==> config.mk <==
export PLATFORM = sky130hd
export DESIGN_NAME = pps_source_ctrl
export DESIGN_NICKNAME = d
export VERILOG_FILES = /design/src/rtl/pps_source_ctrl.sv
export SDC_FILE = /design/constraint.sdc
export NUM_CORES = 1
export LEC_CHECK = 0
export CAP_MARGIN = 15
export CORE_ASPECT_RATIO = 2
export CORE_MARGIN = 1
export CORE_UTILIZATION = 59
export DETAILED_ROUTE_END_ITERATION = 12
export PLACE_DENSITY_LB_ADDON = 0.15
export SLEW_MARGIN = 20
export SYNTH_ARGS = -nofsm -noshare
export SYNTH_HDL_FRONTEND = slang
export SYNTH_SLANG_ARGS = --single-unit
export TNS_END_PERCENT = 5
==> constraint.sdc <==
create_clock -name clk_i -period 10.3 [get_ports clk_i]
set_clock_uncertainty 0.15 [all_clocks]
set_input_delay 2.06 -clock clk_i [delete_from_list [all_inputs] [get_ports clk_i]]
set_output_delay 2.06 -clock clk_i [all_outputs]
set_load 0.01 [all_outputs]
==> src/rtl/pps_source_ctrl.sv <==
// PPS source supervisor: measures the external PPS period, selects internal vs external
// PPS for the core, and owns the core's holdoff register (power-up default plus software writes).
module pps_source_ctrl #(
  parameter int unsigned NOMINAL_PERIOD  = 125000000,
  parameter int unsigned TOLERANCE       = 1000,
  parameter int unsigned LOCK_COUNT      = 3,
  parameter int unsigned DEFAULT_HOLDOFF = 10
) (
  input  logic        clk_i,
  input  logic        rst_n_i,
  input  logic        ext_pps_i,
  input  logic [1:0]  mode_i,
  input  logic [7:0]  holdoff_i,
  input  logic        holdoff_wr_i,
  output logic        int_sel_o,
  output logic [7:0]  holdoff_o,
  output logic        holdoff_wr_o,
  output logic        locked_o,
  output logic [1:0]  state_o,
  output logic [31:0] period_o,
  output logic        period_valid_o,
  output logic [15:0] failover_count_o
);

  typedef enum logic [1:0] {HUNT = 2'd0, LOCKED = 2'd1, HOLDOVER = 2'd2} state_t;

  localparam logic [31:0] PERIOD_HI = 32'(NOMINAL_PERIOD + TOLERANCE);
  localparam logic [31:0] PERIOD_LO = 32'(NOMINAL_PERIOD - TOLERANCE);
  localparam logic [3:0]  LOCK_N    = 4'(LOCK_COUNT);
  localparam logic [7:0]  HOLD_DEF  = 8'(DEFAULT_HOLDOFF);

  function automatic logic [31:0] sat_inc32(input logic [31:0] v);
    return (v == 32'hFFFF_FFFF) ? v : v + 32'd1;
  endfunction

  function automatic logic [15:0] sat_inc16(input logic [15:0] v);
    return (v == 16'hFFFF) ? v : v + 16'd1;
  endfunction

  (* ASYNC_REG = "TRUE" *) logic sync1_q;
  (* ASYNC_REG = "TRUE" *) logic sync2_q;
  logic        sync3_q;
  logic [31:0] cnt_q;
  logic        seen_q;
  logic        timed_out_q;
  logic [31:0] period_q;
  logic        period_vld_q;
  logic [3:0]  good_q, good_d;
  state_t      state_q, state_d;
  logic        int_sel_q, int_sel_d;
  logic [15:0] fail_q, fail_d;
  logic [7:0]  holdoff_q;
  logic        hwr_q;
  logic        por_q;

  logic        pps_edge, meas, in_range, timeout, good_ev, bad_ev;
  logic [31:0] period_new;

  assign pps_edge   = sync2_q & ~sync3_q;
  assign meas       = pps_edge & seen_q;
  assign period_new = sat_inc32(cnt_q);
  assign in_range   = (period_new >= PERIOD_LO) && (period_new <= PERIOD_HI);
  // An edge landing on the limit cycle is measured as a period instead of timing out.
  assign timeout    = ~pps_edge & ~timed_out_q & (cnt_q == PERIOD_HI);
  assign good_ev    = meas & in_range;
  assign bad_ev     = (meas & ~in_range) | timeout;

  always_comb begin
    state_d = state_q;
    good_d  = good_q;
    fail_d  = fail_q;
    case (state_q)
      LOCKED: begin
        if (bad_ev) begin
          state_d = HOLDOVER;
          fail_d  = sat_inc16(fail_q);
        end
      end
      default: begin
        if (good_ev) begin
          if (good_q + 4'd1 == LOCK_N) begin
            state_d = LOCKED;
            good_d  = 4'd0;
          end else begin
            good_d = good_q + 4'd1;
          end
        end else if (bad_ev) begin
          good_d = 4'd0;
        end
      end
    endcase

    case (mode_i)
      2'd2:    int_sel_d = 1'b1;
      2'd1:    int_sel_d = 1'b0;
      default: int_sel_d = (state_d != LOCKED);
    endcase
  end

  always_ff @(posedge clk_i or negedge rst_n_i) begin
    if (!rst_n_i) begin
      sync1_q      <= 1'b0;
      sync2_q      <= 1'b0;
      sync3_q      <= 1'b0;
      cnt_q        <= 32'd0;
      seen_q       <= 1'b0;
      timed_out_q  <= 1'b0;
      period_q     <= 32'd0;
      period_vld_q <= 1'b0;
      good_q       <= 4'd0;
      state_q      <= HUNT;
      int_sel_q    <= 1'b1;
      fail_q       <= 16'd0;
      holdoff_q    <= HOLD_DEF;
      hwr_q        <= 1'b0;
      por_q        <= 1'b1;
    end else begin
      sync1_q      <= ext_pps_i;
      sync2_q      <= sync1_q;
      sync3_q      <= sync2_q;
      cnt_q        <= pps_edge ? 32'd0 : sat_inc32(cnt_q);
      seen_q       <= seen_q | pps_edge;
      timed_out_q  <= pps_edge ? 1'b0 : (timed_out_q | timeout);
      if (meas) period_q <= period_new;
      period_vld_q <= meas;
      good_q       <= good_d;
      state_q      <= state_d;
      int_sel_q    <= int_sel_d;
      fail_q       <= fail_d;
      // Power-up write and a coincident software write merge into one pulse.
      hwr_q        <= por_q | holdoff_wr_i;
      por_q        <= 1'b0;
      if (holdoff_wr_i) holdoff_q <= holdoff_i;
    end
  end

  assign int_sel_o        = int_sel_q;
  assign holdoff_o        = holdoff_q;
  assign holdoff_wr_o     = hwr_q;
  assign locked_o         = (state_q == LOCKED);
  assign state_o          = state_q;
  assign period_o         = period_q;
  assign period_valid_o   = period_vld_q;
  assign failover_count_o = fail_q;

endmodule

; ---- Word level (Yosys, flattened, before mapping)
; Cells that the tools add are included.
[word_totals]
ff_bits = 103
inputBits = 14
elab_cells = 59
[op_classes]
add_sub_neg = 3
order_cmp = 2
eq_ne = 8
muxes = 11
n_bitwise = 16
reduce_logical = 4
[ops]
columns = cell, count
row1 = 32-bit 2-to-1 mux, 2
row2 = 32-bit by 1-bit adder with 32-bit output (second input constant), 1
row3 = 32-bit by 27-bit == test with 1-bit output (second input constant), 1
row4 = 32-bit == test (second input constant), 1
row5 = 32-bit by 27-bit >= comparator with 1-bit output (second input constant), 1
row6 = 32-bit by 27-bit less-or-equal comparator with 1-bit output (second input constant), 1
row7 = 16-bit by 1-bit adder with 16-bit output (second input constant), 1
row8 = 16-bit == test (second input constant), 1
row9 = 4-bit 2-to-1 mux, 3
row10 = 2-bit 2-to-1 mux, 4
row11 = 1-bit bitwise AND, 6
row12 = 1-bit NOT, 6
row13 = 4-bit by 1-bit adder with 4-bit output (second input constant), 1
row14 = 2-bit by 1-bit == test with 1-bit output (second input constant), 2
row15 = 4-bit by 2-bit == test with 1-bit output (second input constant), 1
row16 = 1-bit bitwise OR, 4
row17 = 3-bit AND reduction, 1
row18 = 2-bit == test (second input constant), 1
row19 = 2-bit by 1-bit != test with 1-bit output (second input constant), 1
row20 = 1-bit one-hot mux with 2 select lines, 1
row21 = 2-bit AND reduction, 1
row22 = 2-bit nonzero test, 1
row23 = 1-bit logical AND, 1
row24 = 1-bit 2-to-1 mux, 1

; ---- Depth between registers and ports, before layout
; Gate-level depths: netlist (run 1).
[depth]
ltp_word = 11
ltp_mapped = 13

; ---- Worst setup path before layout (run 1)
; OpenSTA, ideal clock, no wires.
[synth_timing]
path_kind = flip-flop to flip-flop
startpoint = register cnt_q[1]
endpoint = register fail_q[1], in the netlist failover_count_o[1]
setup_ps = 128
arrival_ps = 3417
required_time_ps = 10022
setup_slack_ps = 6605
path_stages_with_launch = 12
path_buffers = 0
path_cell_list = dfrtp_1 > ha_1 > nand3_1 > nor4_2 > a2111oi_0 > xnor2_1 > or4b_4 > o2111ai_2 > nor3b_2 > o2111ai_2 > nand2_1 > mux2_1
[synth_between]
elab_chain_len = 8
word_cells_on_any_way = 12
[synth_rtl]
columns = item, line_no
row1 = start: declaration, 43  ; logic [31:0] cnt_q;
row2 = start signal: assignment, 121  ; cnt_q <= pps_edge ? 32'd0 : sat_inc32(cnt_q);
row3 = 32-bit by 1-bit adder with 32-bit output or 32-bit == test (tied branches), 33  ; return (v == 32'hFFFF_FFFF) ? v : v + 32'd1;
row4 = 32-bit 2-to-1 mux, -
row5 = 32-bit by 27-bit >= comparator with 1-bit output or 32-bit by 27-bit less-or-equal comparator with 1-bit output (tied branches), 62  ; assign in_range = (period_new >= PERIOD_LO) && (period_new <= PERIOD_HI);
row6 = 1-bit logical AND, 62
row7 = 1-bit NOT, 66  ; assign bad_ev = (meas & ~in_range) | timeout;
row8 = 1-bit bitwise AND, 66
row9 = 1-bit bitwise OR (*), 66
row10 = 3-bit AND reduction (no line) (*), -
row11 = end signal: assignment, 129  ; fail_q <= fail_d;
row12 = end: declaration, 51  ; logic [15:0] fail_q, fail_d;
; Mark *: on every way between the ends. The rest lies on a longest branch, timed or not.
; A chain may end at the register's enable or synchronous reset.

; ---- Worst setup path after layout (run 1)
[layout_timing]
startpoint = register cnt_q[0]
endpoint = register fail_q[1], in the netlist failover_count_o[1]
; The elaborated chain is that of the path after synthesis.

==> results.yml, run 1 <==
outcome:
  outcome: "finished, final reports clean"
detailed_routing:
  drtAntennaViolNets: 0
  drc: 0
  totalWireLength_um: 14300
  vias: 4665
  drt-initial-drc-count: 312
  drt-pass1-iter-count: 5
  avgViaCountPerCell: 6.29
  wire_per_inst_um: 19.3
logic_synthesis:
  synth.most_common_cell: "dfrtp_1"
  avgSynthCellArea_um2: 9.40
  yosysWarnings: 0
  syn_nets: 596
  synthDistinctLibCells: 62
  ys_top_cells_by_count: "dfrtp_1 (99), nand2_1 (76), o21ai_0 (49)"
  ys.flop_type: "dfrtp_1"
  synth_seq_cells: 103
  ys_seq_area_share_pct: 47.7
  yosysTopAreaCell: "dfrtp_1"
  async_flop_share_pct: 100
  ys_top_cells_by_area: "dfrtp_1 (46%), xnor2_1 (5.5%), nand2_1 (5.3%), o21ai_0 (4.5%), nor2_1 (3.3%)"
  synth_edf_count: 0
  synth_top_area_share_pct: 45.8
  syn_area_um2: 5410
  synthCells: 576
die:
  die_area_um2: 9580
  fp.dieW_um: 69.7
  die_h_um: 137
  row_count: 49
  core_um2: 8950
  start_util_pct: 60.5
  ios: 76
grt:
  grt_pass1_wl_um: 22700
  grt_start_max_net_pins: 54
  grtUsageTotal_pct: 30.8
  grt_antenna_before_repair: 0
  grt_overflow: 0
  grt_pass1_vias: 4574
place:
  place_ws_ns: 5.78
  portBuffers: 75
  place_congestion: 1.00
  hpwl_um: 10700
clocking:
  cts-hold-fix-buffers: 0
  clk_pin_slew_ns: 0.07
  cts_sinks: 103
  cts_tree: "done"
  htree_levels: 3
  clock_path_buffers: 2
  cts_buffers: 9
  root_buffer: "clkbuf_16"
  clkLatencyLatePin_ns: 0.35
  post-cts-setup-buffers: 0
  cts.repair.resized: 0
setup_path:
  reg2reg_slack_ns: 5.70
  critPathCaptureType: "register"
  setup.worst_path.class: "reg -> reg"
  worstPathArrival_ns: 4.68
  startpoint_type: "register"
  worst-endpoint-required_ns: 10.39
  path_max_fanout: 15
layout:
  n_antenna_cell: 0
  nets: 655
  syn_to_final_growth_pct: 20.2
  nFillCells: 687
  drive_gt1_share_pct: 8.59
timing:
  period_share_pct: 44.6
  slew_headroom_pct: 43.0
  hold_viol: 0
  final.setup.tns_ns: 0
  min_period_ns: 4.60
  setup_viol: 0
  setup_slack_ns: 5.70
  fmax_mhz: 218
  holdWs_ns: 0.227
  grt_setup_unrepaired: "no"
  tightestPinTransition_ns: 0.848
  slew_violations: 0
power_and_ir_drop:
  power_uw: 881
  powerDensity_nw_per_um2: 135
  leakage_nw: 2.68
  peakVddDrop_mv: 0.109
hold_path:
  hold_path_class: "reg -> reg"
job:
  drv_cap: 0
[path summary, 6_finish.rpt]
path	from	endpoint	cells past startpoint
worst min register to register	sync1_q	sync2_q	0
min in group asynchronous	rst_n_i	holdoff_o[0]	1
max in group asynchronous	rst_n_i	holdoff_wr_o	2
worst max register to register	cnt_q[0]	failover_count_o[1]	12
worst min-delay path	sync1_q	sync2_q	0
worst max-delay path	cnt_q[0]	failover_count_o[1]	12
[final cells by class]
class / instances / area, µm² / area share (%)
Multi-Input combinational cell: 428 / 2660 / 40.8
Clock buffer: 11 / 243 / 3.73
Inverter: 12 / 45.0 / 0.693
Clock inverter: 5 / 57.6 / 0.885
Timing Repair Buffer: 81 / 793 / 12.2
Tap cell: 102 / 128 / 1.96
Sequential cell: 103 / 2580 / 39.7
[registers in the layout, indices dropped and copies added (netlist names)]
name and count:
state_o 2, int_sel_o 1, seen_q 1, cnt_q 32
failover_count_o 16, period_valid_o 1, por_q 1, sync3_q 1
sync1_q 1, good_q 4, period_o 32, sync2_q 1
timed_out_q 1, holdoff_o 8, holdoff_wr_o 1
[stage by stage]
step                      instance area (µm²)  instances  util [%]
final                                    6500        742      72.7
after global routing                     6500        742      72.7
after CTS                                6500        742      72.7
after detailed placement                 6200        726      69.3
after global placement                   6200        726      69.3
after floorplan                          5410        576         -
[cells by family (layout without fill, tap and decap cells)]
| group | after synthesis | in the layout | share of synthesized area, % |
|---|---|---|---|
| buffers and inverters | 45 | 109 | 3.42 |
| other | 1 | 1 | 0.0693 |
| muxes | 13 | 13 | 2.64 |
| and+or+nand+nor | 263 | 263 | 25.4 |
| AOI/OAI and AO/OA | 104 | 104 | 12.8 |
| DFF | 103 | 103 | 47.7 |
| xor gates and xnor gates | 41 | 41 | 6.63 |
| adders and majority gates | 6 | 6 | 1.39 |
[cells in the final DEF, fill, tap and decap left out, drive strengths merged, types with 3 or more instances in the layout]
cell / n
and3: 21
nand2: 77
a21o: 3
clkbuf: 11
o21ai: 49
xor2: 7
o211ai: 4
and2: 9
o2111ai: 4
a21oi: 14
clkinv: 3
inv: 13
mux2: 10
buf: 7
nor2: 47
mux2i: 3
a211o: 3
nand2b: 3
dfrtp: 99
a31oi: 3
a2111oi: 8
and4: 7
nand4: 30
nor2b: 4
ha: 6
nor3: 12
or4: 4
or2: 4
nand3: 27
nor4: 8
dfstp: 4
xnor2: 34
clkdlybuf4s50: 74
o31ai: 5
[critical path, stage by stage, from the launching register on]
cell	delay, ns
dfrtp_1	0.45
ha_1	0.33
nand3_1	0.21
nor4_2	0.45
buf_4	0.28
a2111oi_0	0.14
xnor2_1	0.28
or4b_4	0.54
o2111ai_2	0.31
nor3b_2	0.31
o2111ai_2	0.42
nand2_1	0.27
mux2_1	0.34
[power breakdown]
| part | switching (mW) | internal [mW] | leakage (nW) |
|---|---|---|---|
| registers | 0.0206 | 0.421 | 1.39 |
| logic | 0.0499 | 0.0423 | 1.14 |
| clock network | 0.151 | 0.196 | 0.150 |
[per-layer routing]
layer	routed length [µm]	track usage (%)	part of all wire [%]
met1	5070	31.6	35
met2	7700	56.4	54
met3	606	4.97	4.2
met4	941	22.0	6.6
met5	0	0	0
Power figures use the tool's default switching activity.
==> inputs of run 2 (changes only) <==
--- a/config.mk
+++ b/config.mk
@@ -8,7 +8,7 @@
 export CAP_MARGIN = 15
 export CORE_ASPECT_RATIO = 2
 export CORE_MARGIN = 1
-export CORE_UTILIZATION = 59
+export CORE_UTILIZATION = 50
 export DETAILED_ROUTE_END_ITERATION = 12
 export PLACE_DENSITY_LB_ADDON = 0.15
 export SLEW_MARGIN = 20
==> constraint.sdc (replaced) <==
create_clock -name clk_i -period 4 [get_ports clk_i]
set_clock_uncertainty 0.15 [all_clocks]
set_input_delay 0.8 -clock clk_i [delete_from_list [all_inputs] [get_ports clk_i]]
set_output_delay 0.8 -clock clk_i [all_outputs]
set_load 0.01 [all_outputs]
==> run 2 against run 1 <==
Global-route usage down 1.6 points. Sequential share of layout area down 2.2 points. Combinational power increased to 3.0 times the previous value. Non-clock buffer count increased by 47. Sequential power increased to 2.5 times the previous value. Clock power grew 150%. Final cell count rose by 11%. Critical path depth down 2. Via count grew 2.9%.
==> results.yml, run 2 (synthesis results as in run 1) <==
detailed_routing:
  drc: 0
  vias: 4798
  drt-initial-drc-count: 229
  avgViaCountPerCell: 5.82
  drtAntennaViolNets: 0
  totalWireLength_um: 15300
  wire_per_inst_um: 18.6
  drt-pass1-iter-count: 4
place:
  placed_cells: 808
  place_ws_ns: 0.159
  hpwl_um: 12000
  portBuffers: 75
  place_congestion: 1.03
clocking:
  clk_pin_slew_ns: 0.07
  post-cts-setup-buffers: 0
  clock_path_buffers: 2
  cts-hold-fix-buffers: 0
  clkLatencyLatePin_ns: 0.35
  cts_sinks: 103
  cts_tree: "done"
  htree_levels: 3
  cts.repair.resized: 0
  root_buffer: "clkbuf_16"
  cts_buffers: 9
layout:
  syn_to_final_growth_pct: 27.6
  final_cell_mix: "dfrtp_1 (94), nand2_1 (75), clkdlybuf4s50_1 (74), buf_4 (54), o21ai_0 (49)"
  n_antenna_cell: 0
  nFillCells: 890
  multi_input_area_um2: 2670
  seqCellArea_um2: 2590
  nets: 702
  drive_gt1_share_pct: 15.9
  final_common_cell: "dfrtp_1"
  fin_cells: 824
die:
  ios: 76
  die_h_um: 149
  fp.dieW_um: 75.6
  core_um2: 10500
  start_util_pct: 51.3
  row_count: 53
  die_area_um2: 11300
grt:
  grtUsageTotal_pct: 29.3
  grt_overflow: 0
  use_met2_pct: 53.5
  grt_antenna_before_repair: 0
  grt_pass1_wl_um: 24600
  use_met1_pct: 29.9
  grt_pass1_vias: 4937
  top_usage_layer: "met2"
  grt_start_max_net_pins: 51
  met3_usage_pct: 3.58
setup_path:
  critPathCaptureType: "register"
  setup.worst_path.class: "reg -> reg"
  startpoint_type: "register"
  timing.rr.start: "cnt_q[19]"
  path_max_fanout: 8
  worst-endpoint-required_ns: 4.08
  crit_top_cell: "o2111ai_2"
  worstPathArrival_ns: 3.86
  cp_slowest_cell: "or4_4"
  cp_cell_sequence: "nand4_2, or4_4, a2111oi_4, xnor2_1, or4b_4, o2111ai_2, nor3b_2, o2111ai_2, nand2_1, mux2_1"
  critPathLaunch: "cnt_q[19]"
  slowest_delay_ns: 0.62
timing:
  slew_violations: 0
  grt_setup_unrepaired: "no"
  final.setup.tns_ns: 0
  setup_viol: 0
  min_period_ns: 3.78
  period_share_pct: 94.5
  tightestPinTransition_ns: 0.800
  hold_viol: 0
  setup_slack_ns: 0.221
  fmax_mhz: 265
  slew_headroom_pct: 46.1
  holdWs_ns: 0.203
power_and_ir_drop:
  switching_share_pct: 27.2
  leakage_nw: 2.89
  power_frac_clock_pct: 38.0
  peakVddDrop_mv: 0.406
  p_comb_share_pct: 12.4
  p_switching_uw: 614
  powerDensity_nw_per_um2: 327
  seq_power_share_pct: 49.5
  internal-power_mw: 1.64
hold_path:
  hold_path_class: "reg -> reg"
  holdCritStartpoint: "sync1_q"
outcome:
  outcome: "finished, final reports clean"
job:
  drv_cap: 0
[run 2: critical path: cells and delay by family, from the launching register on]
| family | cells | cell delay (ns) |
|---|---|---|
| XOR/XNOR | 1 | 0.19 |
| multiplexers | 1 | 0.33 |
| flip-flops | 1 | 0.44 |
| AND/OR/NAND/NOR | 5 | 1.79 |
| AO/OA/AOI/OAI | 3 | 0.76 |
[run 2: through the flow]
step	power, mW	util (%)	instance area (µm²)
after floorplan	1.27	-	5410
after global placement	1.41	62.5	6600
after detailed placement	1.42	62.5	6600
after CTS	2.28	65.3	6880
after global routing	2.34	65.5	6910
final	2.26	65.5	6910
[run 2: final cells by class]
| class | instances | share of cell area, % |
|---|---|---|
| Inverter | 12 | 0.652 |
| Sequential cell | 103 | 37.5 |
| Clock inverter | 7 | 0.888 |
| Timing Repair Buffer | 128 | 16.6 |
| Tap cell | 137 | 2.48 |
| Multi-Input combinational cell | 428 | 38.7 |
| Clock buffer | 9 | 3.26 |
[run 2: layer usage]
layer / vias to the layer above / share of wire, %
met1: 2323 / 36
met4: 0 / 6.4
met5: - / 0
li1: 2272 / -
met3: 53 / 3.0
met2: 150 / 55
[run 2: worst paths after layout]
path | endpoint | cells past startpoint | slack (ns)
min in group asynchronous | holdoff_o[6] | 1 | 0.28
worst max-delay path | failover_count_o[1] | 10 | 0.22
worst max register to register | failover_count_o[1] | 10 | 0.22
max in group asynchronous | int_sel_o | 2 | 2.56
worst min-delay path | sync2_q | 0 | 0.20
worst min register to register | sync2_q | 0 | 0.20
[run 2: power groups by stage]
stage,registers (mW),logic [mW],clock network (mW)
3_3_place_gp,1.13,0.270,0
2_1_floorplan,1.14,0.125,0
6_report,1.12,0.280,0.858
5_1_grt,1.13,0.305,0.912
4_1_cts,1.12,0.282,0.878
3_5_place_dp,1.14,0.281,0
==> inputs of run 3 (changes only) <==
--- a/config.mk
+++ b/config.mk
@@ -10,7 +10,9 @@
 export CORE_MARGIN = 1
 export CORE_UTILIZATION = 50
 export DETAILED_ROUTE_END_ITERATION = 12
+export HOLD_SLACK_MARGIN = 0.06
 export PLACE_DENSITY_LB_ADDON = 0.15
+export REMOVE_ABC_BUFFERS = 1
 export SLEW_MARGIN = 20
 export SYNTH_ARGS = -nofsm -noshare
 export SYNTH_HDL_FRONTEND = slang
==> run 3 against run 2 <==
Final cell count grew 0.49%. Highest routed layer unchanged. Die area is the same. Sequential cell count is the same. Register-to-register slack is essentially flat. Fmax shrank 0.32%. Largest power group unchanged. Combinational power grew 1%. Design area grew 0.92%. Critical path depth grew 4. Worst hold slack gained 0.0090 ns.
==> results.yml, run 3 (synthesis results as in run 1) <==
clocking:
  clock_path_buffers: 2
  clkLatencyLatePin_ns: 0.35
  cts_sinks: 103
  cts-hold-fix-buffers: 0
  htree_levels: 3
  cts_tree: "done"
  root_buffer: "clkbuf_16"
  clk_pin_slew_ns: 0.07
  cts_buffers: 9
grt:
  top_usage_layer: "met2"
  grt_pass1_vias: 4836
  grt_start_max_net_pins: 87
  grt_antenna_before_repair: 0
  grtUsageTotal_pct: 29.6
  use_met2_pct: 54.7
  grt_pass1_wl_um: 24400
  grt_overflow: 0
  met3_usage_pct: 5.74
  use_met1_pct: 29.0
job:
  drv_cap: 0
timing:
  grt_setup_unrepaired: "no"
  period_share_pct: 94.8
  slew_violations: 0
  setup_viol: 0
  min_period_ns: 3.79
  hold_viol: 0
  tightestPinTransition_ns: 0.757
  slew_headroom_pct: 49.5
  fmax_mhz: 264
  holdWs_ns: 0.212
setup_path:
  critPathLaunch: "cnt_q[0]"
  timing.rr.start: "cnt_q[0]"
  critPathCaptureType: "register"
  slowest_delay_ns: 0.44
  cp_num_buf_inv: 3
  setup.worst_path.class: "reg -> reg"
  crit_top_cell: "buf_4"
  path_max_fanout: 8
  cp_slowest_cell: "dfrtp_1"
  cp_cell_sequence: "ha_1, nand3_1, nor4_4, buf_4, a2111oi_0, buf_4, xnor2_1, o32a_1, o2111ai_4, nor3b_4, buf_4, o211ai_1, o21bai_1, a21o_1"
  worstPathArrival_ns: 3.88
  worst-endpoint-required_ns: 4.09
  startpoint_type: "register"
  critical-path-top-delay-family: "compound AO/OA/AOI/OAI gates"
detailed_routing:
  drtAntennaViolNets: 0
  avgViaCountPerCell: 5.85
  vias: 4844
  drt-pass1-iter-count: 5
  wire_per_inst_um: 18.9
  totalWireLength_um: 15700
  drc: 0
  drt-initial-drc-count: 297
die:
  fp.dieW_um: 75.6
  ios: 76
  start_util_pct: 51.3
  core_um2: 10500
  die_area_um2: 11300
  row_count: 53
  die_h_um: 149
place:
  place_congestion: 0.927
  portBuffers: 75
  hpwl_um: 11800
  placedInstanceArea_um2: 6610
  placed_cells: 810
layout:
  nets: 706
  final_cell_mix: "dfrtp_1 (91), nand2_1 (75), clkdlybuf4s50_1 (74), buf_4 (56), o21ai_0 (49)"
  syn_to_final_growth_pct: 28.8
  n_antenna_cell: 0
  multi_input_area_um2: 2710
  fin_cells: 828
  drive_gt1_share_pct: 16.9
  fin_util_pct: 66.1
  nFillCells: 856
  seqCellArea_um2: 2590
  final_cell_area_um2: 6970
  final_common_cell: "dfrtp_1"
outcome:
  outcome: "finished, final reports clean"
power_and_ir_drop:
  powerDensity_nw_per_um2: 320
  peakVddDrop_mv: 0.245
  power_mw: 2.23
  leakage_nw: 2.94
hold_path:
  hold_path_class: "reg -> reg"
  holdCritStartpoint: "sync1_q"
## run 3: worst reg2reg max path: cells and delay by family, from the launching register on
kind                       cells  cell delay (ns)
buffers and inverters          3             0.52
adders and majority gates      1             0.20
DFF                            1             0.44
AOI/OAI and AO/OA              6             1.25
xor gates and xnor gates       1             0.41
and+or+nand+nor                3             0.71
## run 3: metal layers
metal,share of wire (%),vias up
met5,0,-
met4,5.6,0
met3,3.7,40
met2,56,166
met1,34,2367
li1,-,2271
## run 3: path summary, 6_finish.rpt
path	cells past startpoint	slack [ns]	end
max	14	0.21	good_q[2]
min	0	0.21	sync2_q
max reg2reg	14	0.21	good_q[2]
min reg2reg	0	0.21	sync2_q
max in group asynchronous	2	2.60	int_sel_o
min in group asynchronous	1	0.35	period_o[27]
## run 3: metrics by stage
step | setup TNS [ns] | setup slack (ns)
3_3_place_gp | 0 | 0.239
2_1_floorplan | -9.77 | -0.789
3_5_place_dp | 0 | 0.167
6_report | 0 | 0.209
5_1_grt | 0 | 0.0198
4_1_cts | 0 | 0.134
## run 3: area by class of cell
class                           count  share of cell area (%)
Clock buffer                       11                    3.34
Sequential cell                   103                    37.2
Clock inverter                      5                   0.628
Timing Repair Buffer              132                    16.9
Tap cell                          137                    2.46
Inverter                           12                   0.646
Multi-Input combinational cell    428                    38.9
## run 3: what timing repair did
| action | in CTS | in global routing |
|---|---|---|
| setup buffers | 0 | 1 |
| setup endpoints to repair | 0 | 21 |
| resized for setup | 0 | 20 |
## run 3: where the power goes
part           leakage (nW)  internal, mW  switching [mW]
clock                 0.128         0.431           0.397
sequential             1.37          1.09          0.0300
combinational          1.44         0.123           0.162
total                  2.94          1.64           0.589
